--- config.mk ---
export PLATFORM = sky130hd
export DESIGN_NAME = mem_port_arbiter
export DESIGN_NICKNAME = d
export VERILOG_FILES = /design/src/rtl/mem_port_arbiter.sv
export SDC_FILE = /design/constraint.sdc
export NUM_CORES = 1
export LEC_CHECK = 0
export ABC_AREA = 1
export CORE_MARGIN = 2
export CORE_UTILIZATION = 45
export CTS_BUF_LIST = sky130_fd_sc_hd__clkbuf_4
export DETAILED_ROUTE_END_ITERATION = 10
export HOLD_SLACK_MARGIN = 0.08
export PLACE_DENSITY = 0.92
export SETUP_SLACK_MARGIN = 0.05
export SLEW_MARGIN = 20
export SYNTH_ARGS = -nofsm -noshare
export SYNTH_HDL_FRONTEND = slang
export SYNTH_SLANG_ARGS = --single-unit
--- constraint.sdc ---
create_clock -name clk -period 1.95 [get_ports clk]
set_input_delay 0.4875 -clock clk [delete_from_list [all_inputs] [get_ports clk]]
set_output_delay 0.4875 -clock clk [all_outputs]
set_load 0.1 [all_outputs]
--- src/rtl/mem_port_arbiter.sv ---
// mem_port_arbiter
//   Shares one single-ported memory between the instruction-fetch requester
//   (if_*) and the data load/store requester (dm_*). One transaction is in
//   flight at a time. Ties are broken round-robin against the last granted
//   requester. A watchdog ends any access that the memory never acknowledges.
//
// Ports
//   clk, rst_n                 clock, asynchronous active-low reset
//   if_req/if_addr             fetch request        -> if_gnt (grant pulse)
//   if_rvalid/if_rdata/if_err  fetch response pulse, data, timeout flag
//   dm_req/we/be/addr/wdata    data request         -> dm_gnt (grant pulse)
//   dm_rvalid/dm_rdata/dm_err  data response pulse, load data, timeout flag
//   mem_req/we/be/addr/wdata   memory access, driven only while BUSY
//   mem_ready/mem_rdata        memory completion and read data
//   busy                       high while an access or response is pending
module mem_port_arbiter #(
    parameter int unsigned TIMEOUT = 255
) (
    input  logic        clk,
    input  logic        rst_n,
    input  logic        if_req,
    input  logic [31:0] if_addr,
    output logic        if_gnt,
    output logic        if_rvalid,
    output logic [31:0] if_rdata,
    output logic        if_err,
    input  logic        dm_req,
    input  logic        dm_we,
    input  logic [3:0]  dm_be,
    input  logic [31:0] dm_addr,
    input  logic [31:0] dm_wdata,
    output logic        dm_gnt,
    output logic        dm_rvalid,
    output logic [31:0] dm_rdata,
    output logic        dm_err,
    output logic        mem_req,
    output logic        mem_we,
    output logic [3:0]  mem_be,
    output logic [31:0] mem_addr,
    output logic [31:0] mem_wdata,
    input  logic        mem_ready,
    input  logic [31:0] mem_rdata,
    output logic        busy
);

    // Keep the counter at least one bit wide when the watchdog is disabled.
    localparam int unsigned CW = (TIMEOUT > 0) ? $clog2(TIMEOUT + 1) : 1;
    localparam logic [CW-1:0] CNT_LAST = (TIMEOUT > 0) ? CW'(TIMEOUT - 1) : '0;

    localparam logic [1:0] S_IDLE = 2'd0;
    localparam logic [1:0] S_BUSY = 2'd1;
    localparam logic [1:0] S_RESP = 2'd2;

    localparam logic OWN_IF = 1'b0;
    localparam logic OWN_DM = 1'b1;

    logic [1:0]    state_q, state_d;
    logic          owner_q, owner_d;
    logic          last_q, last_d;
    logic          we_q, we_d;
    logic [3:0]    be_q, be_d;
    logic [31:0]   addr_q, addr_d;
    logic [31:0]   wdata_q, wdata_d;
    logic [CW-1:0] cnt_q, cnt_d;
    logic [31:0]   if_rdata_q, if_rdata_d;
    logic          if_err_q, if_err_d;
    logic [31:0]   dm_rdata_q, dm_rdata_d;
    logic          dm_err_q, dm_err_d;

    logic grant_if, grant_dm, timed_out;

    // Grants are combinational and gated by rst_n so none escapes during reset.
    always_comb begin
        grant_if  = rst_n && (state_q == S_IDLE) && if_req && (!dm_req || (last_q == OWN_DM));
        grant_dm  = rst_n && (state_q == S_IDLE) && dm_req && (!if_req || (last_q == OWN_IF));
        timed_out = (TIMEOUT != 0) && (cnt_q == CNT_LAST);
    end

    always_comb begin
        state_d    = state_q;
        owner_d    = owner_q;
        last_d     = last_q;
        we_d       = we_q;
        be_d       = be_q;
        addr_d     = addr_q;
        wdata_d    = wdata_q;
        cnt_d      = cnt_q;
        if_rdata_d = if_rdata_q;
        if_err_d   = if_err_q;
        dm_rdata_d = dm_rdata_q;
        dm_err_d   = dm_err_q;

        case (state_q)
            S_IDLE: begin
                if (grant_dm) begin
                    owner_d = OWN_DM;
                    last_d  = OWN_DM;
                    we_d    = dm_we;
                    be_d    = dm_we ? dm_be : 4'hF;
                    addr_d  = dm_addr;
                    wdata_d = dm_we ? dm_wdata : '0;
                    cnt_d   = '0;
                    state_d = S_BUSY;
                end else if (grant_if) begin
                    owner_d = OWN_IF;
                    last_d  = OWN_IF;
                    we_d    = 1'b0;
                    be_d    = 4'hF;
                    addr_d  = if_addr;
                    wdata_d = '0;
                    cnt_d   = '0;
                    state_d = S_BUSY;
                end
            end
            S_BUSY: begin
                // Ready takes priority over the watchdog in the final cycle.
                if (mem_ready || timed_out) begin
                    state_d = S_RESP;
                    if (owner_q == OWN_DM) begin
                        dm_rdata_d = (mem_ready && !we_q) ? mem_rdata : '0;
                        dm_err_d   = !mem_ready;
                    end else begin
                        if_rdata_d = mem_ready ? mem_rdata : '0;
                        if_err_d   = !mem_ready;
                    end
                end else begin
                    cnt_d = cnt_q + CW'(1);
                end
            end
            S_RESP: begin
                state_d = S_IDLE;
            end
            default: begin
                state_d = S_IDLE;
            end
        endcase
    end

    always_ff @(posedge clk or negedge rst_n) begin
        if (!rst_n) begin
            state_q    <= S_IDLE;
            owner_q    <= OWN_IF;
            last_q     <= OWN_IF;
            we_q       <= 1'b0;
            be_q       <= '0;
            addr_q     <= '0;
            wdata_q    <= '0;
            cnt_q      <= '0;
            if_rdata_q <= '0;
            if_err_q   <= 1'b0;
            dm_rdata_q <= '0;
            dm_err_q   <= 1'b0;
        end else begin
            state_q    <= state_d;
            owner_q    <= owner_d;
            last_q     <= last_d;
            we_q       <= we_d;
            be_q       <= be_d;
            addr_q     <= addr_d;
            wdata_q    <= wdata_d;
            cnt_q      <= cnt_d;
            if_rdata_q <= if_rdata_d;
            if_err_q   <= if_err_d;
            dm_rdata_q <= dm_rdata_d;
            dm_err_q   <= dm_err_d;
        end
    end

    always_comb begin
        if_gnt    = grant_if;
        dm_gnt    = grant_dm;
        mem_req   = (state_q == S_BUSY);
        mem_we    = mem_req & we_q;
        mem_be    = mem_req ? be_q : '0;
        mem_addr  = mem_req ? addr_q : '0;
        mem_wdata = mem_req ? wdata_q : '0;
        if_rvalid = (state_q == S_RESP) && (owner_q == OWN_IF);
        dm_rvalid = (state_q == S_RESP) && (owner_q == OWN_DM);
        if_rdata  = if_rdata_q;
        if_err    = if_err_q;
        dm_rdata  = dm_rdata_q;
        dm_err    = dm_err_q;
        busy      = (state_q != S_IDLE);
    end

endmodule

==> results.json, run 1 <==
{
  "status": "finished with violations",
  "violations": "negative setup slack",
  "path_buf_inv": 3,
  "cp_data_arrival_time_ns": 1.86,
  "syn_nets": 988,
  "cpMaxStageDelayCell": "dfrtp_1",
  "synth.yosys.seq_area_share_pct": 53.0,
  "clk_pin_slew_worst_paths_ns": 0.13,
  "synthCells": 848,
  "final_cell_area_sq_mm": 0.0125,
  "clk_latency_ns": 0.56,
  "h-tree-depth": 4,
  "fin_crit_sh_pct": 120,
  "wire_per_inst_um": 18.7,
  "chipWidth_um": 128,
  "fin_ws_ns": -0.394,
  "nets": 1280,
  "synth_ff_type": "dfrtp_1",
  "die_y_um": 128,
  "drt-initial-drc-count": 663,
  "areaGrowthSynthToFinish_pct": 81.6,
  "tns_ns": -24.57,
  "grt_pass1_vias": 7384,
  "p_per_area_mw_per_mm2": 1870,
  "synthesis.area_sq_mm": 0.00689,
  "r2r_end": "addr_q[7]$_DFFE_PN0P_",
  "critPathMaxFanout": 10,
  "cts-root-buf": "clkbuf_4",
  "setup_violations": 75,
  "maxCapViolations": 0,
  "synth_common_cells": "nand2_1 (255), dfrtp_1 (146), inv_1 (110), nor2_1 (79), o21ai_1 (45)",
  "core_sq_mm": 0.0151,
  "dp_slack_ns": -0.396,
  "cpPeakStageDelay_ns": 0.45,
  "cp.required_ns": 1.46,
  "top_level_ports": 279,
  "grt-ovfl-total": 0,
  "r2r_start": "state_q[1]$_DFFE_PN0P_",
  "tritoncts": "done",
  "fin_skew_ns": 0.0185,
  "tightest_slew_ns": 0.840,
  "slew_viol_final": 0,
  "antenna_found_initial": 0,
  "antenna_left": 0,
  "path_cells": "nor2_4 > inv_8 > buf_12 > nor2_4 > buf_12",
  "numCtsBuffers": 17,
  "grt_pass1_wl_mm": 38.4,
  "async_flop_share_pct": 100,
  "final_layout_size_suffix_gt1_share_pct": 28.9,
  "cp.depth": 5,
  "cp-end-kind": "output port",
  "drt-total-wl_mm": 25.0,
  "die-area_sq_mm": 0.0163,
  "critPathKind": "reg -> out",
  "ys_seq_elements": 146,
  "dp_hpwl_mm": 17.8,
  "rows": 45,
  "drcViolationCount": 0,
  "nFillCells": 726,
  "max_freq_mhz": 427,
  "synth_top_area_share_pct": 53.0,
  "initial_core_util_pct": 45.7,
  "ir_worst_vdd_v": 0.00108,
  "grt_max_degree": 147,
  "drt_first_pass_iters": 5,
  "hold_path.class": "in -> async",
  "slew_headroom_pct": 44.0,
  "hold_violations": 0,
  "rsz0062_at_grt": "true",
  "grt_util_all_layers_pct": 30.5,
  "io_buffers": 278,
  "yosysTopAreaCell": "dfrtp_1",
  "synth_cell_types": 27,
  "ys_warn_count": 0,
  "r2r_slack_ns": 0.13,
  "start_kind": "register",
  "p_leak_nw": 5.53,
  "num_vias": 7251,
  "max-clock-path-buffers": 2,
  "cts-hold-fix-buffers": 0,
  "rr_worst_depth": 9,
  "synth.avg_cell_area_sq_um": 8.13,
  "post_dp_cell_area_sq_mm": 0.0119,
  "via_per_inst": 5.41,
  "synth.most_common_cell": "nand2_1",
  "period_minus_slack_ns": 2.34,
  "diodes": 0,
  "fin_util_pct": 83.0,
  "routabilityCongestion": 0.851,
  "synthTopCellsByArea": "dfrtp_1 (53%), nand2_1 (14%), inv_1 (6.0%), nor2_1 (4.3%), o211ai_1 (3.5%)",
  "numClockSinks": 146,
  "crit_family": "buffers and inverters",
  "synth_edf_count": 0
}
-- worst reg2reg max path: cells and delay by family, from the launching register on --
family                 cells  cell delay [ns]
buffers and inverters      5             0.76
flip-flops                 1             0.45
AO/OA/AOI/OAI              2             0.37
AND/OR/NAND/NOR            2             0.20
-- kinds of logic after synthesis --
group	share of synthesized area, %
AOI/OAI and AO/OA	13.1
buffers and inverters	10.6
xor gates and xnor gates	0.254
and+or+nand+nor	22.7
DFF	53.0
adders and majority gates	0.363
-- placed cells by master, fill, tap and decap left out, drive strengths merged --
cell type and instances:
xnor2 1, nand2 256, nor3b 2, clkinv 7
xor2 1, o21bai 1, clkdlybuf4s50 136, dfrtp 146
inv 117, clkinvlp 2, o22ai 1, ha 2
nor2 84, o211ai 32, buf 187, bufinv 3
o21ai 104, clkbuf 19, a21oi 6, nor3 2
nand3 44
-- timing repair --
| item | 4_1_cts | 5_1_grt |
|---|---|---|
| gates cloned | 1 | 2 |
| gates resized for setup | 14 | 13 |
| buffers inserted | 12 | 7 |
| pin swaps | 5 | 7 |
| endpoints found under the setup margin | 75 | 120 |
-- worst max path at each step --
stage                                 startpoint                      to
after detailed placement                  dm_req   addr_q[7]$_DFFE_PN0P_
after global placement                    dm_req  addr_q[10]$_DFFE_PN0P_
after CTS                 state_q[1]$_DFFE_PN0P_           mem_wdata[27]
after floorplan           state_q[0]$_DFFE_PN0P_             mem_addr[1]
final                     state_q[1]$_DFFE_PN0P_           mem_wdata[27]
after global routing      state_q[1]$_DFFE_PN0P_           mem_wdata[27]
-- stage by stage --
step | total power, mW | hold WS, ns | cells
after floorplan | 14.8 | 0.192 | 848
after global placement | 20.4 | 0.463 | 1288
after detailed placement | 20.8 | 0.466 | 1288
after CTS | 23.2 | 0.104 | 1333
after global routing | 24.2 | 0.0971 | 1341
final | 23.4 | 0.0361 | 1341
-- per-layer routing --
metal	global-route usage, %	vias to the layer above	wire [um]
met5	0	-	0
met1	34.9	3505	8830
met3	8.22	74	2310
met2	54.5	430	13100
met4	11.7	0	781
li1	-	3242	-
-- power breakdown --
part	switching (mW)	internal (mW)
clock network	1.19	0.900
registers	0.969	4.19
logic	10.7	5.46
total	12.9	10.5
-- cell type report --
type	count	area [sq um]	area share, %
timing repair inverter	1	11.3	0.0899
clock buffer	17	128	1.02
timing repair buffer	325	4780	38.2
inverter	113	437	3.49
tap	188	235	1.88
clock inverter	15	183	1.46
multi-input combinational	536	3090	24.7
sequential	146	3650	29.2
-- registers in the layout, summed over array words and instances (netlist names) --
name and count:
cnt_q 8, state_q 2, if_err 1, dm_rdata 32, if_rdata 32, we_q 1, last_q 1, wdata_q 32
dm_err 1, be_q 4, addr_q 32
(Power assumes the default switching activity.)
==> inputs of run 2 (changes only) <==
- CELL_PAD_IN_SITES_DETAIL_PLACEMENT: not set -> 1
- CELL_PAD_IN_SITES_GLOBAL_PLACEMENT: not set -> 1
- CORE_UTILIZATION: 45 -> 32
==> run 2 against run 1 <==
- the flow still finishes with violations (negative setup slack)
- utilization down 24 points
- die area up 39%
- fmax grew 1.4%
==> results.json, run 2 (same netlist as run 1, synthesis figures left out) <==
{
  "status": "finished with violations",
  "violations": "negative setup slack",
  "final_cell_mix": "nand2_1 (250), buf_12 (153), dfrtp_1 (145), clkdlybuf4s50_1 (136), inv_1 (109)",
  "critPathKind": "reg -> out",
  "drcViolationCount": 0,
  "routabilityCongestion": 0.817,
  "clk_latency_ns": 0.57,
  "cp-end-kind": "output port",
  "antenna_found_initial": 1,
  "power_frac_comb_pct": 69.1,
  "tritoncts": "done",
  "cp-startpoint": "state_q[1]$_DFFE_PN0P_",
  "nFillCells": 2222,
  "chipWidth_um": 151,
  "num_vias": 6902,
  "r2r_start": "state_q[1]$_DFFE_PN0P_",
  "ir_worst_vdd_v": 0.000743,
  "initial_core_util_pct": 32.7,
  "grt_util_all_layers_pct": 25.5,
  "grt_pass1_vias": 7759,
  "drt_first_pass_iters": 4,
  "numCtsBuffers": 17,
  "nets": 1270,
  "fin_ws_ns": -0.361,
  "period_minus_slack_ns": 2.31,
  "final_cell_area_sq_mm": 0.0125,
  "cts-root-buf": "clkbuf_4",
  "drt-total-wl_mm": 28.6,
  "maxCapViolations": 0,
  "wire_per_inst_um": 20.2,
  "cts-hold-fix-buffers": 0,
  "netSwitchingPower_mw": 13.1,
  "p_leak_nw": 5.45,
  "tightest_slew_ns": 0.781,
  "dp_hpwl_mm": 21.3,
  "clk_pin_slew_worst_paths_ns": 0.15,
  "power_frac_clock_pct": 8.6,
  "antenna_left": 0,
  "cp.required_ns": 1.46,
  "areaGrowthSynthToFinish_pct": 81.2,
  "h-tree-depth": 4,
  "start_kind": "register",
  "io_buffers": 278,
  "final_common_cell": "nand2_1",
  "via_per_inst": 4.86,
  "max-clock-path-buffers": 2,
  "p_per_area_mw_per_mm2": 1870,
  "fin_skew_ns": 0.0231,
  "p_sw_share_pct": 56.3,
  "power_mw": 23.3,
  "pwr-share-seq_pct": 22.3,
  "core_sq_mm": 0.0211,
  "dp_slack_ns": -0.281,
  "hold_violations": 0,
  "drt-initial-drc-count": 278,
  "hold_path.class": "in -> async",
  "rsz0062_at_grt": "true",
  "die_y_um": 151,
  "max_freq_mhz": 433,
  "fin_crit_sh_pct": 119,
  "grt_max_degree": 147,
  "fin_util_pct": 59.2,
  "slew_headroom_pct": 47.9,
  "post_dp_cell_area_sq_mm": 0.0120,
  "internal_power_mw": 10.2,
  "rows": 53,
  "grt_pass1_wl_mm": 43.9,
  "cp_data_arrival_time_ns": 1.82,
  "grt-ovfl-total": 0,
  "numClockSinks": 146,
  "slew_viol_final": 0,
  "final_layout_size_suffix_gt1_share_pct": 28.9,
  "critPathMaxFanout": 14,
  "setup_violations": 75,
  "top_level_ports": 279,
  "die-area_sq_mm": 0.0227,
  "fin_hold_ws_ns": 0.0842
}
==> run 2: changes by cell type in the layout (fill, tap and decap cells not counted), sizes merged <==
cell,delta
clkinvlp,+1
inv,+5
buf,-8
bufinv,-2
clkinv,-5
diode,+1
clkbuf,-1
==> run 2: repair_timing <==
action                     in CTS  in global routing
pin swaps                       3                  3
setup endpoints to repair      75                 88
gates cloned                    0                  1
resized for setup              23                  3
buffers inserted                7                  5
==> run 2: layer usage <==
metal	GRT usage, %	vias up	part of all wire (%)
li1	-	3205	-
met1	28.8	3380	38
met2	44.9	268	51
met3	8.42	49	8.5
met4	8.93	0	2.6
met5	0	-	0
==> run 2: area by class of cell <==
type	instances	area [sq um]	area share [%]
diodes	1	2.50	0.0200
clock buffers	17	128	1.02
clock inverters	15	146	1.17
inverters	113	434	3.48
multi-input cells	536	3100	24.8
flip-flops and latches	146	3650	29.3
well taps	275	344	2.76
repair buffers	316	4680	37.5
==> run 2: path summary, 6_finish.rpt <==
kind | slack (ns) | depth (start not counted) | endpoint
worst min-delay path | 0.08 | 2 | cnt_q[1]$_DFFE_PN0P_
min in group clk | 0.39 | 4 | last_q$_DFFE_PN0P_
worst max register to register | 0.18 | 10 | addr_q[11]$_DFFE_PN0P_
max in group asynchronous | 1.29 | 2 | last_q$_DFFE_PN0P_
worst min register to register | 0.50 | 2 | addr_q[6]$_DFFE_PN0P_
worst max-delay path | -0.36 | 5 | mem_addr[11]
==> run 2: through the flow <==
step                instances  setup TNS (ns)
global route             1419          -28.37
global placement         1375          -10.22
finish                   1419          -22.70
CTS                      1413          -24.72
floorplan                 848          -36.06
detailed placement       1375          -14.80
==> run 2: worst max-delay path: stages, from the launching register on <==
cell and delay [ns]:
dfrtp_1 0.44, nor2_4 0.19, inv_8 0.10, buf_12 0.19, nor2_4 0.14, buf_12 0.18
==> run 2: power groups by stage <==
stage          sequential (mW)  combinational, mW  clock, mW
2_1_floorplan             8.78               6.05          0
3_3_place_gp              5.12               15.4          0
4_1_cts                   5.21               16.1       2.06
5_1_grt                   5.34               16.8       2.20
3_5_place_dp              5.27               15.9          0
6_report                  5.21               16.1       2.01
